**config.mk**
```make
export PLATFORM = sky130hd
export DESIGN_NAME = uart_rx_core
export DESIGN_NICKNAME = d
export VERILOG_FILES = /design/src/rtl/uart_pkg.sv /design/src/rtl/uart_rx_core_sync2.sv /design/src/rtl/uart_rx_core.sv
export SDC_FILE = /design/constraint.sdc
export NUM_CORES = 1
export LEC_CHECK = 0
export ABC_AREA = 1
export BUFFER_PORTS_ARGS = -buffer_cell sky130_fd_sc_hd__buf_2
export CAP_MARGIN = 20
export CORE_ASPECT_RATIO = 2
export CORE_MARGIN = 1
export CORE_UTILIZATION = 46
export DETAILED_ROUTE_END_ITERATION = 8
export HOLD_SLACK_MARGIN = 0.06
export SYNTH_ARGS = -nofsm -noshare
export SYNTH_HDL_FRONTEND = slang
export SYNTH_HIERARCHICAL = 1
export SYNTH_SLANG_ARGS = --single-unit
```
**constraint.sdc**
```tcl
create_clock -name clk -period 3 [get_ports clk]
set_clock_uncertainty 0.1 [all_clocks]
set_input_delay 0.45 -clock clk [delete_from_list [all_inputs] [get_ports clk]]
set_output_delay 0.45 -clock clk [all_outputs]
set_load 0.01 [all_outputs]
```
**src/rtl/uart_pkg.sv**
```systemverilog
// Shared UART receive definitions: FSM state encoding, default frame geometry
// and the 3-sample majority vote used to recover each bit.
package uart_pkg;

  localparam int DATA_BITS_DEF  = 8;
  localparam int OVERSAMPLE_DEF = 16;

  // Vote window centred on the middle of a bit, for the default oversample rate.
  localparam int VOTE_FIRST_DEF = OVERSAMPLE_DEF / 2 - 1;
  localparam int VOTE_EVAL_DEF  = OVERSAMPLE_DEF / 2 + 1;

  typedef enum logic [1:0] {
    IDLE  = 2'd0,
    START = 2'd1,
    DATA  = 2'd2,
    STOP  = 2'd3
  } rx_state_t;

  function automatic logic majority3(input logic [2:0] v);
    return (v[0] & v[1]) | (v[0] & v[2]) | (v[1] & v[2]);
  endfunction

endpackage

```
**src/rtl/uart_rx_core_sync2.sv**
```systemverilog
// Two-flop synchronizer for a single asynchronous input; the reset value is a
// parameter so idle-high lines do not glitch low coming out of reset.
module sync2 #(
  parameter logic RESET_VAL = 1'b1
) (
  input  logic clk,
  input  logic rst_n,
  input  logic d,
  output logic q
);

  logic meta_q;
  logic sync_q;

  // NOTE: sequential state uses non-blocking assignments so every flop samples
  // the pre-edge value of its source, giving a true two-stage delay.
  always_ff @(posedge clk or negedge rst_n) begin
    if (!rst_n) begin
      meta_q <= RESET_VAL;
      sync_q <= RESET_VAL;
    end else begin
      meta_q <= d;
      sync_q <= meta_q;
    end
  end

  assign q = sync_q;

endmodule

```
**src/rtl/uart_rx_core.sv**
```systemverilog
// Oversampling 8N1 UART receiver: start-bit qualification, 3-sample majority
// voting, framing-error and overrun reporting, one-entry valid/ready output.
module uart_rx_core
  import uart_pkg::*;
#(
  parameter int DATA_BITS  = DATA_BITS_DEF,
  parameter int OVERSAMPLE = OVERSAMPLE_DEF
) (
  input  logic                 clk,
  input  logic                 rst,
  input  logic                 sample,
  input  logic                 rx,
  output logic [DATA_BITS-1:0] o_bus,
  output logic                 o_valid,
  input  logic                 i_ready,
  output logic                 o_busy,
  output logic                 o_frame_err,
  output logic                 o_overrun
);

  localparam int TW         = $clog2(OVERSAMPLE);
  localparam int BW         = $clog2(DATA_BITS) + 1;
  localparam int VOTE_FIRST = OVERSAMPLE / 2 - 1;
  localparam int VOTE_EVAL  = OVERSAMPLE / 2 + 1;

  logic rx_s;

  sync2 #(.RESET_VAL(1'b1)) u_rx_sync (
    .clk   (clk),
    .rst_n (rst),
    .d     (rx),
    .q     (rx_s)
  );

  rx_state_t            state_q, state_d;
  logic [TW-1:0]        tick_q, tick_d;
  logic [BW-1:0]        bit_q, bit_d;
  logic [2:0]           vote_q, vote_d;
  logic [DATA_BITS-1:0] shreg_q, shreg_d;
  logic                 brk_q, brk_d;
  logic [DATA_BITS-1:0] bus_q, bus_d;
  logic                 valid_q, valid_d;
  logic                 busy_q, busy_d;
  logic                 frame_err_q, frame_err_d;
  logic                 overrun_q, overrun_d;

  logic       deliver;
  logic       in_vote_win;
  logic       at_eval;
  logic       at_wrap;
  logic [2:0] vote_now;
  logic       bit_val;

  assign in_vote_win = (tick_q >= TW'(VOTE_FIRST)) && (tick_q <= TW'(VOTE_EVAL));
  assign at_eval     = (tick_q == TW'(VOTE_EVAL));
  assign at_wrap     = (tick_q == TW'(OVERSAMPLE - 1));
  // The third vote sample is the current rx_s, so the decision is made on the
  // same tick that shifts it in.
  assign vote_now    = {vote_q[1:0], rx_s};
  assign bit_val     = majority3(vote_now);

  // NOTE: every signal assigned here gets a default first, so no path through
  // the case statement can leave it unassigned and infer a latch.
  always_comb begin
    state_d     = state_q;
    tick_d      = tick_q;
    bit_d       = bit_q;
    vote_d      = vote_q;
    shreg_d     = shreg_q;
    brk_d       = brk_q;
    deliver     = 1'b0;
    frame_err_d = 1'b0;

    if (sample) begin
      tick_d = at_wrap ? '0 : tick_q + 1'b1;
      if (state_q != IDLE && in_vote_win) begin
        vote_d = vote_now;
      end

      unique case (state_q)
        IDLE: begin
          tick_d = '0;
          if (!rx_s) begin
            // The detecting tick is tick 0 of the start bit.
            state_d = START;
            tick_d  = TW'(1);
          end
        end
        START: begin
          if (at_eval && bit_val) begin
            state_d = IDLE;
            tick_d  = '0;
          end else if (at_wrap) begin
            state_d = DATA;
            bit_d   = '0;
          end
        end
        DATA: begin
          if (at_eval) begin
            shreg_d = {bit_val, shreg_q[DATA_BITS-1:1]};
          end
          if (at_wrap) begin
            if (bit_q == BW'(DATA_BITS - 1)) begin
              state_d = STOP;
              bit_d   = '0;
            end else begin
              bit_d = bit_q + 1'b1;
            end
          end
        end
        STOP: begin
          if (brk_q) begin
            // Line held low after a bad stop bit: wait for it to return idle.
            if (rx_s) begin
              state_d = IDLE;
              tick_d  = '0;
              brk_d   = 1'b0;
            end
          end else if (at_eval) begin
            if (bit_val) begin
              deliver = 1'b1;
              state_d = IDLE;
              tick_d  = '0;
            end else begin
              frame_err_d = 1'b1;
              brk_d       = 1'b1;
            end
          end
        end
        default: state_d = IDLE;
      endcase
    end
  end

  always_comb begin
    bus_d     = bus_q;
    valid_d   = valid_q;
    overrun_d = 1'b0;
    if (deliver) begin
      if (!valid_q || i_ready) begin
        bus_d   = shreg_q;
        valid_d = 1'b1;
      end else begin
        overrun_d = 1'b1;
      end
    end else if (valid_q && i_ready) begin
      valid_d = 1'b0;
    end
  end

  assign busy_d = (state_q != IDLE);

  always_ff @(posedge clk or negedge rst) begin
    if (!rst) begin
      state_q     <= IDLE;
      tick_q      <= '0;
      bit_q       <= '0;
      vote_q      <= 3'b111;
      shreg_q     <= '0;
      brk_q       <= 1'b0;
      bus_q       <= '0;
      valid_q     <= 1'b0;
      busy_q      <= 1'b0;
      frame_err_q <= 1'b0;
      overrun_q   <= 1'b0;
    end else begin
      state_q     <= state_d;
      tick_q      <= tick_d;
      bit_q       <= bit_d;
      vote_q      <= vote_d;
      shreg_q     <= shreg_d;
      brk_q       <= brk_d;
      bus_q       <= bus_d;
      valid_q     <= valid_d;
      busy_q      <= busy_d;
      frame_err_q <= frame_err_d;
      overrun_q   <= overrun_d;
    end
  end

  assign o_bus       = bus_q;
  assign o_valid     = valid_q;
  assign o_busy      = busy_q;
  assign o_frame_err = frame_err_q;
  assign o_overrun   = overrun_q;

endmodule

```
# Yosys cells after proc, flatten, opt, wreduce, memory -nomap -nowiden
# Index checks and enable logic that the tools add are counted.
# totals
ff_bits	35
inputBits	5
out_inout_bits	12
elab_cells	95
# op_classes
addsub	2
magnitude_cmp	2
n_eq_ne	16
muxes	40
bitwise	5
reduce_logical	17
# op_table
cell	n
2-to-1 mux 4 bit	10
2-to-1 mux 1 bit	18
2-to-1 mux 2 bit	9
case mux 4 bit (3 select lines)	1
inequality test 2 bit, second input constant	5
inequality test 3 bit, second input constant	3
adder 4 x 1 -> 4 bit, second input constant	2
equality test 4 bit, second input constant	2
case mux 2 bit (4 select lines)	1
case mux 4 bit (2 select lines)	1
AND reduction 2 bit	4
AND reduction 8 bit	1
nonzero test 2 bit	3
AND reduction 5 bit	1
equality test 2 bit, second input constant	2
equality test 4 x 3 -> 1 bit, second input constant	1
>= comparator 4 x 3 -> 1 bit, second input constant	1
less-or-equal comparator 4 bit, second input constant	1
logical AND 1 bit	4
AND 1 bit	3
inequality test 3 x 2 -> 1 bit, second input constant	1
AND reduction 3 bit	1
equality test 2 x 1 -> 1 bit, second input constant	1
zero test 2 bit	1
4 further kinds	5

# Depth between registers and ports, before layout
# Gate-level depths: netlist (run 1).
# depth
ltp_word	10
mapped_depth	11
depth_no_buf	11

# By module
# The synthesis (run 1) kept the hierarchy.
# modules_own_cells
mod	n_inst	cells_per_inst	area_each_um2	seq_area_each_um2
uart_rx_core	1	188	1650.3	828.3
sync2	1	2	52.6	52.6

# Worst setup path after synthesis (run 1)
# OpenSTA, ideal clock, no wires.
# synth_timing
path_type	reg-to-reg
start	register tick_q[1]
end	register tick_q[2]
setup_time_ns	0.113
arrival_time_ns	1.327
path_slack_ns	1.460
stages_incl_launch_ff	12
path_buffers	0
period_less_slack_ns	1.540
cell_sequence	dfrtp_1 > inv_1 > ha_1 > nand3_1 > inv_1 > nand3_1 > nand2_1 > nand2_1 > nand2_1 > nand2_1 > nand2_1 > inv_1
# synth_via
elab_chain_len	6
word_cells_on_any_way	11
cone_classes	1 x add/sub; 2 x eq/ne; 7 x mux; 1 x reduce/logical
# synth_rtl
element	line	text
start: declaration	uart_rx_core.sv:36	logic [TW-1:0] tick_q, tick_d;
start signal: assignment	uart_rx_core.sv:168	tick_q <= tick_d;
adder 4 x 1 -> 4 bit or equality test 4 bit (tied branches)	uart_rx_core.sv:75, uart_rx_core.sv:56	
2-to-1 mux 4 bit	uart_rx_core.sv:75	tick_d = at_wrap ? '0 : tick_q + 1'b1;
2-to-1 mux 4 bit	uart_rx_core.sv:120	if (bit_val) begin
2-to-1 mux 4 bit	uart_rx_core.sv:119	end else if (at_eval) begin
2-to-1 mux 4 bit	uart_rx_core.sv:112	if (brk_q) begin
case mux 4 bit (3 select lines) *	uart_rx_core.sv:80	unique case (state_q)
# Mark *: on every way between the ends. The rest lies on a longest branch, timed or not.
# A chain may end at the register's enable or synchronous reset.

# Final worst setup path (run 1)
# Ends and elaborated chain as after synthesis.

==> results.md, run 1 <==
- Result of the run: finished, final reports clean
- Critical Path Source: tick_q[1]$_DFFE_PN0P_
- Flip-flop and latch count after synthesis: 35
- Proportion of register bits with asynchronous set or reset after synthesis: 100%
- Max-capacitance violation count: 0
- Most numerous cell types in the synthesized netlist: nand2_1 (54), dfrtp_1 (31), inv_1 (24)
- Die Height: 88.0 um
- Worst reg2reg endpoint: tick_q[2]$_DFFE_PN0P_
- Worst reg2reg path depth: 11
- Largest buffer count on any clock path: 2
- Critical path class: reg2reg
- Sinks on Clock Net: 35
- Peak VDD IR: approximately 0.00044 V
- Cell leakage power: 0.000943 uW
- Share of the core filled with cells: 53.1%
- Total length of routed wires: approximately 3400 um
- Switching fraction of total power: between 30% and 40%
- Worst slew margin relative to its limit: 47.0%
- Number of levels the H-tree was split into: 2
- Fill cell total of the finished layout: between 300 and 400
- Post-placement cell area: 1810 sq um
- Residual DRC count: 0
- Post-synthesis instance area: 1700 sq um
- Worst skew pair latency: 0.29 ns
- CP max FO: 5
- ANT nets after route: 0
- Vias after detailed routing: approximately 1.3k
- Crit. End Element: flop
- EDFF count, synth: 0
- Number of inserted diodes: 0
- Floorplan die width: 45.0 um
- Count of pins on the block boundary: 17
- Hold-fix buffers, CTS: 0
- Worst setup slack before clock tree synthesis: 1.21 ns
- Number of antenna violations at the first check in global routing: 0
- Remaining Overflow, GRT: 0
- Library cell with the largest summed area after synthesis: dfrtp_1
- First-pass GRT wire length: 5930 um
- Total power density per cell area: 679 nW/um^2
- Initial core utilization: 47.7%
- Sequential Power Share: 46.5%
- Share of synthesized area occupied by flip-flops and latches: about half
- Source of the worst register-to-register timing path: tick_q[1]$_DFFE_PN0P_
- Vias in the first global route: 1,352
- Top cell type's share of synthesized area: 45.6%
- Final total power: between 1000 and 1500 uW
- R2R Setup Slk: 1.22 ns
- Final setup violation count: 0
- Number of cells produced by synthesis: 190
- Per-cell via count in the routed design: between 5 and 6
- Synthesized Nets: 199
- Cell at the root of the clock tree: clkbuf_8
- Post-Syn Area per Cell: between 8 and 9 sq um
- RSZ-0062 raised after global routing: no
- Clock Pin Slew Worst Setup and Hold Paths: 0.08 ns
- Worst Tran Pin Value: slightly below 0.8 ns
- Hold Vio Cnt, Final: 0
- Cell with the most instances after synthesis: nand2_1
- Type of element launching the critical path: flop
- Detailed Route Iter0 Violations: 31
- Layout cells sized above 1: 22.7%
- Worst Setup EP: tick_q[2]$_DFFE_PN0P_
- Site Rows: 31
- Relative contribution of combinational cells to total power: 27.2%
- Number of buffers created by CTS: 5
- Setup TNS after final layout: 0 ns
- Global-route total usage across every layer: 20.4%
- Post-CTS Repair Setup Buffers: 0
- Final GP Congestion: 0.861
- Tmin final: 1.78 ns
- Final slew viol count: 0
- Cell internal pwr: 818 uW
- Crit path arrival time: 1.87 ns
- Post-layout worst setup margin: between 1 and 1.5 ns
- Area of the die: 3960 sq um
- Area grow syn2layout: 11.2%
- Wire length per cell after detailed routing: about 13 um
- Port Buffer Count: 16
- Cell types occupying the most area after synthesis: dfrtp_1 (46%), nand2_1 (12%), dfstp_2 (6.2%)
- Area of the core: around 3600 sq um
- Net count reported at finish: 219
- Area of all placed cells without fillers: 1890 sq um
- Combined flip-flop and latch cell area: 881 sq um
- Required time worst endpoint: 3.09 ns
- Clock tree from TritonCTS: yes
- Total of cells resized after clock tree synthesis: 0
- Dominant register cell in the synthesized netlist: dfrtp_1
- Synth warn: 6
- Pin count of the biggest net entering global routing: 36
- Crit share post-route: 59.3%
- Total iterations of the first detailed-routing run: 4
- F_max: 562 MHz
- HPWL after DPL: 2530 um
- Clk pwr share: 26.3%
- Switching power total: ~470 uW
- Worst min-delay path category: in2async
- Area taken by multi-input logic gates: 692 sq um
- Netlist cell types: 29
==> through the flow <==
step	instances	hold slack, ns
after CTS	260	0.153
after detailed placement	252	0.253
after global routing	260	0.153
final	260	0.143
after floorplan	190	0.0544
after global placement	252	0.246
==> power groups by stage <==
| stage | clock network (uW) | logic [uW] | registers (uW) |
|---|---|---|---|
| final | 338 | 350 | 598 |
| after CTS | 346 | 351 | 597 |
| after floorplan | 0 | 268 | 594 |
| after detailed placement | 0 | 349 | 605 |
| after global placement | 0 | 335 | 601 |
| after global routing | 369 | 409 | 605 |
==> worst max-delay path, stage by stage (launching register included) <==
cell	delay, ns
dfrtp_1	0.40
inv_1	0.10
ha_1	0.17
nand3_1	0.11
inv_1	0.20
nand3_1	0.18
nand2_1	0.13
nand2_1	0.10
nand2_1	0.07
nand2_1	0.04
nand2_1	0.06
inv_1	0.03
==> cell type report <==
cell class	instances	area share, %
clock buffer	6	3.83
clock inverter	2	0.661
inverter	25	4.96
multi-input combinational	127	36.5
sequential	35	46.5
tap	49	3.24
timing repair buffer	16	4.23
==> state kept, by name, summed over array words and instances (netlist names), named ones only <==
name,count
o_bus,8
shreg_q,8
bit_q,4
tick_q,4
vote_q,2
brk_q,1
o_busy,1
o_frame_err,1
o_overrun,1
o_valid,1
state_q,1
u_rx_sync/meta_q,1
u_rx_sync/q,1
==> worst min-delay path by stage <==
| stage | depth (start not counted) | endpoint |
|---|---|---|
| after detailed placement | 0 | u_rx_sync/q$_DFF_PN1_ |
| after CTS | 1 | u_rx_sync/meta_q$_DFF_PN1_ |
| after global routing | 1 | u_rx_sync/meta_q$_DFF_PN1_ |
| after global placement | 0 | u_rx_sync/q$_DFF_PN1_ |
| final | 1 | bit_q[2]$_DFFE_PN0P_ |
| after floorplan | 0 | async pin |
==> per-layer routing <==
metal | wire [um] | vias up | GRT usage, %
met5 | 0 | - | 0
met4 | 70 | 0 | 9.64
met3 | 101 | 8 | 3.71
met2 | 1960 | 30 | 37.4
met1 | 1250 | 624 | 21.2
li1 | - | 646 | -
==> kinds of logic (layout without fill, tap and decap cells) <==
kind of cell | after synthesis | after routing | synth area share [%]
adder cells (fa/ha/maj) | 4 | 4 | 2.94
XOR/XNOR | 1 | 1 | 0.514
AO/OA/AOI/OAI | 35 | 35 | 12.3
AND/OR/NAND/NOR | 87 | 87 | 24.8
flip-flops | 35 | 35 | 51.7
buffers and inverters | 28 | 49 | 7.64
==> layout by cell type (no fill, tap or decap), drive strengths merged <==
master / n
nand2: 57
dfrtp: 31
o21ai: 28
inv: 25
buf: 16
nand3: 12
nor2: 9
clkbuf: 6
a21oi: 5
ha: 4
dfstp: 4
or2: 4
nand4: 4
nor4: 1
a211oi: 1
o211ai: 1
xor2: 1
clkinv: 1
clkinvlp: 1
Note: power is estimated with default switching activity, not from simulation.
==> inputs of run 2 (changes only) <==
PLACE_DENSITY = 0.67   (was unset)
clock period = 1.4 ns   (was 3 ns; I/O delays follow)
==> run 2 against run 1 <==
Net effect:
- the run now ends with negative setup slack left
- critical endpoint is now o_bus[6]$_DFFE_PN0P_
- core utilization grew 15 points
- combinational power increased to 4.0 times the previous value
- register-to-register slack worse by 1.4 ns
- fmax rose by 15%
- wire length increased by 12%
==> results.md, run 2 (synthesized netlist as in run 1, its figures left out) <==
- Pin count of the biggest net entering global routing: 36 (unchanged)
- Net count reported at finish: 249 (+14%)
- Number of buffers created by CTS: 5 (unchanged)
- F_max: 649 MHz (+15%)
- Setup TNS after final layout: -3.09 ns (-3.09 ns)
- Die Height: 88.0 um (unchanged)
- Site Rows: 31 (unchanged)
- Critical path, cell by cell: inv_2 -> ha_4 -> nand3_4 -> inv_4 -> buf_12 -> nand4_4 -> buf_12 -> nand2_1 -> o21ai_2
- Worst slew margin relative to its limit: 76.1% (+29 points)
- Area of the core: 3570 sq um (unchanged)
- Hold Vio Cnt, Final: 0 (unchanged)
- Number of antenna violations at the first check in global routing: 0 (unchanged)
- Top cell by count, worst path: buf_12
- Number of inserted diodes: 0 (unchanged)
- Final total power: 3380 uW (+160%)
- Post-placement cell area: 2050 sq um (+13%)
- Total power density per cell area: 1400 nW/um^2 (+110%)
- Commonest cells after routing, fill and taps aside: nand2_1 (36), dfrtp_1 (30), buf_4 (22)
- Area grow syn2layout: 41.7%
- Remaining Overflow, GRT: 0 (unchanged)
- Slowest-stage cell, CP: dfrtp_1
- Total length of routed wires: 3790 um (+12%)
- Clock Pin Slew Worst Setup and Hold Paths: 0.07 ns (about the same)
- Port Buffer Count: 16 (unchanged)
- Crit. End Element: flop
- Cell count of the worst hold path: 3
- Crit path arrival time: 1.62 ns (-0.25 ns)
- Global-route total usage across every layer: 20.8% (+0.39 points)
- R2R Setup Slk: -0.14 ns (-1.36 ns)
- Floorplan die width: 45.0 um (unchanged)
- Wire length per cell after detailed routing: 13.1 um (+0.56%)
- Result of the run: complete, but fails checks
- Detailed Route Iter0 Violations: 26 (-16%)
- Tmin final: 1.54 ns (-0.238 ns)
- Per-cell via count in the routed design: 4.99 (-0.89%)
- Vias after detailed routing: 1,446 (+11%)
- Final setup violation count: 29 (+29)
- CP max FO: 16 (+11)
- Layout cells sized above 1: 48.1% (+25 points)
- Final GP Congestion: 0.845 (-1.9%)
- Total iterations of the first detailed-routing run: 4 (unchanged)
- Area of the die: 3960 sq um (unchanged)
- Worst Tran Pin Value: 0.359 ns (-0.435 ns)
- Share of the core filled with cells: 67.6% (+15 points)
- RSZ-0062 raised after global routing: yes
- Worst reg2reg path depth: 9 (-2)
- Worst min-delay path category: in2reg
- Vias in the first global route: 1,411 (+4.4%)
- Residual DRC count: 0 (unchanged)
- Peak VDD IR: 0.00101 V (+130%)
- Crit share post-route: 110% (+51 points)
- ANT nets after route: 0 (unchanged)
- Largest buffer count on any clock path: 2 (unchanged)
- Area of all placed cells without fillers: 2410 sq um (+27%)
- Sinks on Clock Net: 35 (unchanged)
- Max-capacitance violation count: 0 (unchanged)
- Cell leakage power: 0.00114 uW (+21%)
- Critical path's largest stage delay: 0.41 ns (about the same)
- Final slew viol count: 0 (unchanged)
- Initial core utilization: 47.7% (unchanged)
- Clock tree from TritonCTS: yes
- Type of element launching the critical path: flop
- Required time worst endpoint: 1.48 ns (-1.61 ns)
- Cell at the root of the clock tree: clkbuf_8
- Number of levels the H-tree was split into: 2 (unchanged)
- Count of pins on the block boundary: 17 (unchanged)
- Worst skew pair latency: 0.29 ns (about the same)
- Post-layout worst setup margin: -0.142 ns (-1.36 ns)
- Critical path class: reg2reg
- First-pass GRT wire length: 5940 um (+0.22%)
- Failing checks: negative setup slack
- HPWL after DPL: 2540 um (+0.67%)
- Most common cell after layout, fill and taps aside: nand2_1
## run 2: cell types whose count changed in the layout (fill, tap and decap cells not counted), moves of 3 or more
cell,before,now
ha_1,4,1
inv_1,24,21
o21ai_0,14,1
nor2_4,1,4
nand2_4,1,5
nand3_1,10,6
a21oi_1,5,2
o21ai_2,8,14
nand2_2,2,16
buf_4,0,22
buf_12,0,4
nand2_1,54,36
nand3_4,0,4
o21ai_1,6,13
## run 2: stage by stage
step / cells / worst slack, ns / hold WS (ns)
5_1_grt: 290 / -0.198 / 0.198
4_1_cts: 288 / -0.102 / 0.179
2_1_floorplan: 190 / -0.00875 / -0.186
3_5_place_dp: 275 / -0.183 / 0.0962
3_3_place_gp: 275 / -0.172 / 0.0852
6_report: 290 / -0.142 / 0.197
## run 2: layer usage
| layer | wire length (um) | GRT usage [%] | part of all wire (%) |
|---|---|---|---|
| met1 | 1340 | 19.7 | 35 |
| met3 | 82 | 4.12 | 2.2 |
| met5 | 0 | 0 | 0 |
| met4 | 112 | 11.8 | 3.0 |
| met2 | 2250 | 38.9 | 59 |
## run 2: path summary, 6_finish.rpt
kind / endpoint / startpoint
min: o_overrun$_DFF_PN0_ / sample
max: o_bus[6]$_DFFE_PN0P_ / tick_q[1]$_DFFE_PN0P_
max in group asynchronous: u_rx_sync/meta_q$_DFF_PN1_ / rst
min in group asynchronous: o_busy$_DFF_PN0_ / rst
min reg2reg: u_rx_sync/q$_DFF_PN1_ / u_rx_sync/meta_q$_DFF_PN1_
max reg2reg: o_bus[6]$_DFFE_PN0P_ / tick_q[1]$_DFFE_PN0P_
## run 2: report_power, final
group | total, uW | internal [uW] | switching (uW) | leakage, uW
logic | 1410 | 622 | 788 | 0.000636
registers | 1280 | 1150 | 125 | 0.000464
clock network | 691 | 349 | 342 | 0.0000422
## run 2: timing repair
item | CTS | global route
cloned | 0 | 1
endpoints found under the hold margin | 36 | 0
pin swaps | 4 | 7
hold buffers | 2 | 0
resized for setup | 25 | 38
setup buffers | 3 | 2
setup endpoints to repair | 30 | 30
## run 2: critical path: cells and delay by family (launching register included)
kind / cells / cell delay, ns
buffers and inverters: 4 / 0.49
DFF: 1 / 0.41
AOI/OAI and AO/OA: 1 / 0.05
adders and majority gates: 1 / 0.14
and+or+nand+nor: 3 / 0.25
## run 2: cell type report
cell class	count	area [sq um]
Timing Repair Buffer	46	382
Sequential cell	35	882
Multi-Input combinational cell	127	911
Clock buffer	7	76.3
Clock inverter	1	5.00
Fill cell	304	1150
Inverter	25	96.3
Tap cell	49	61.3
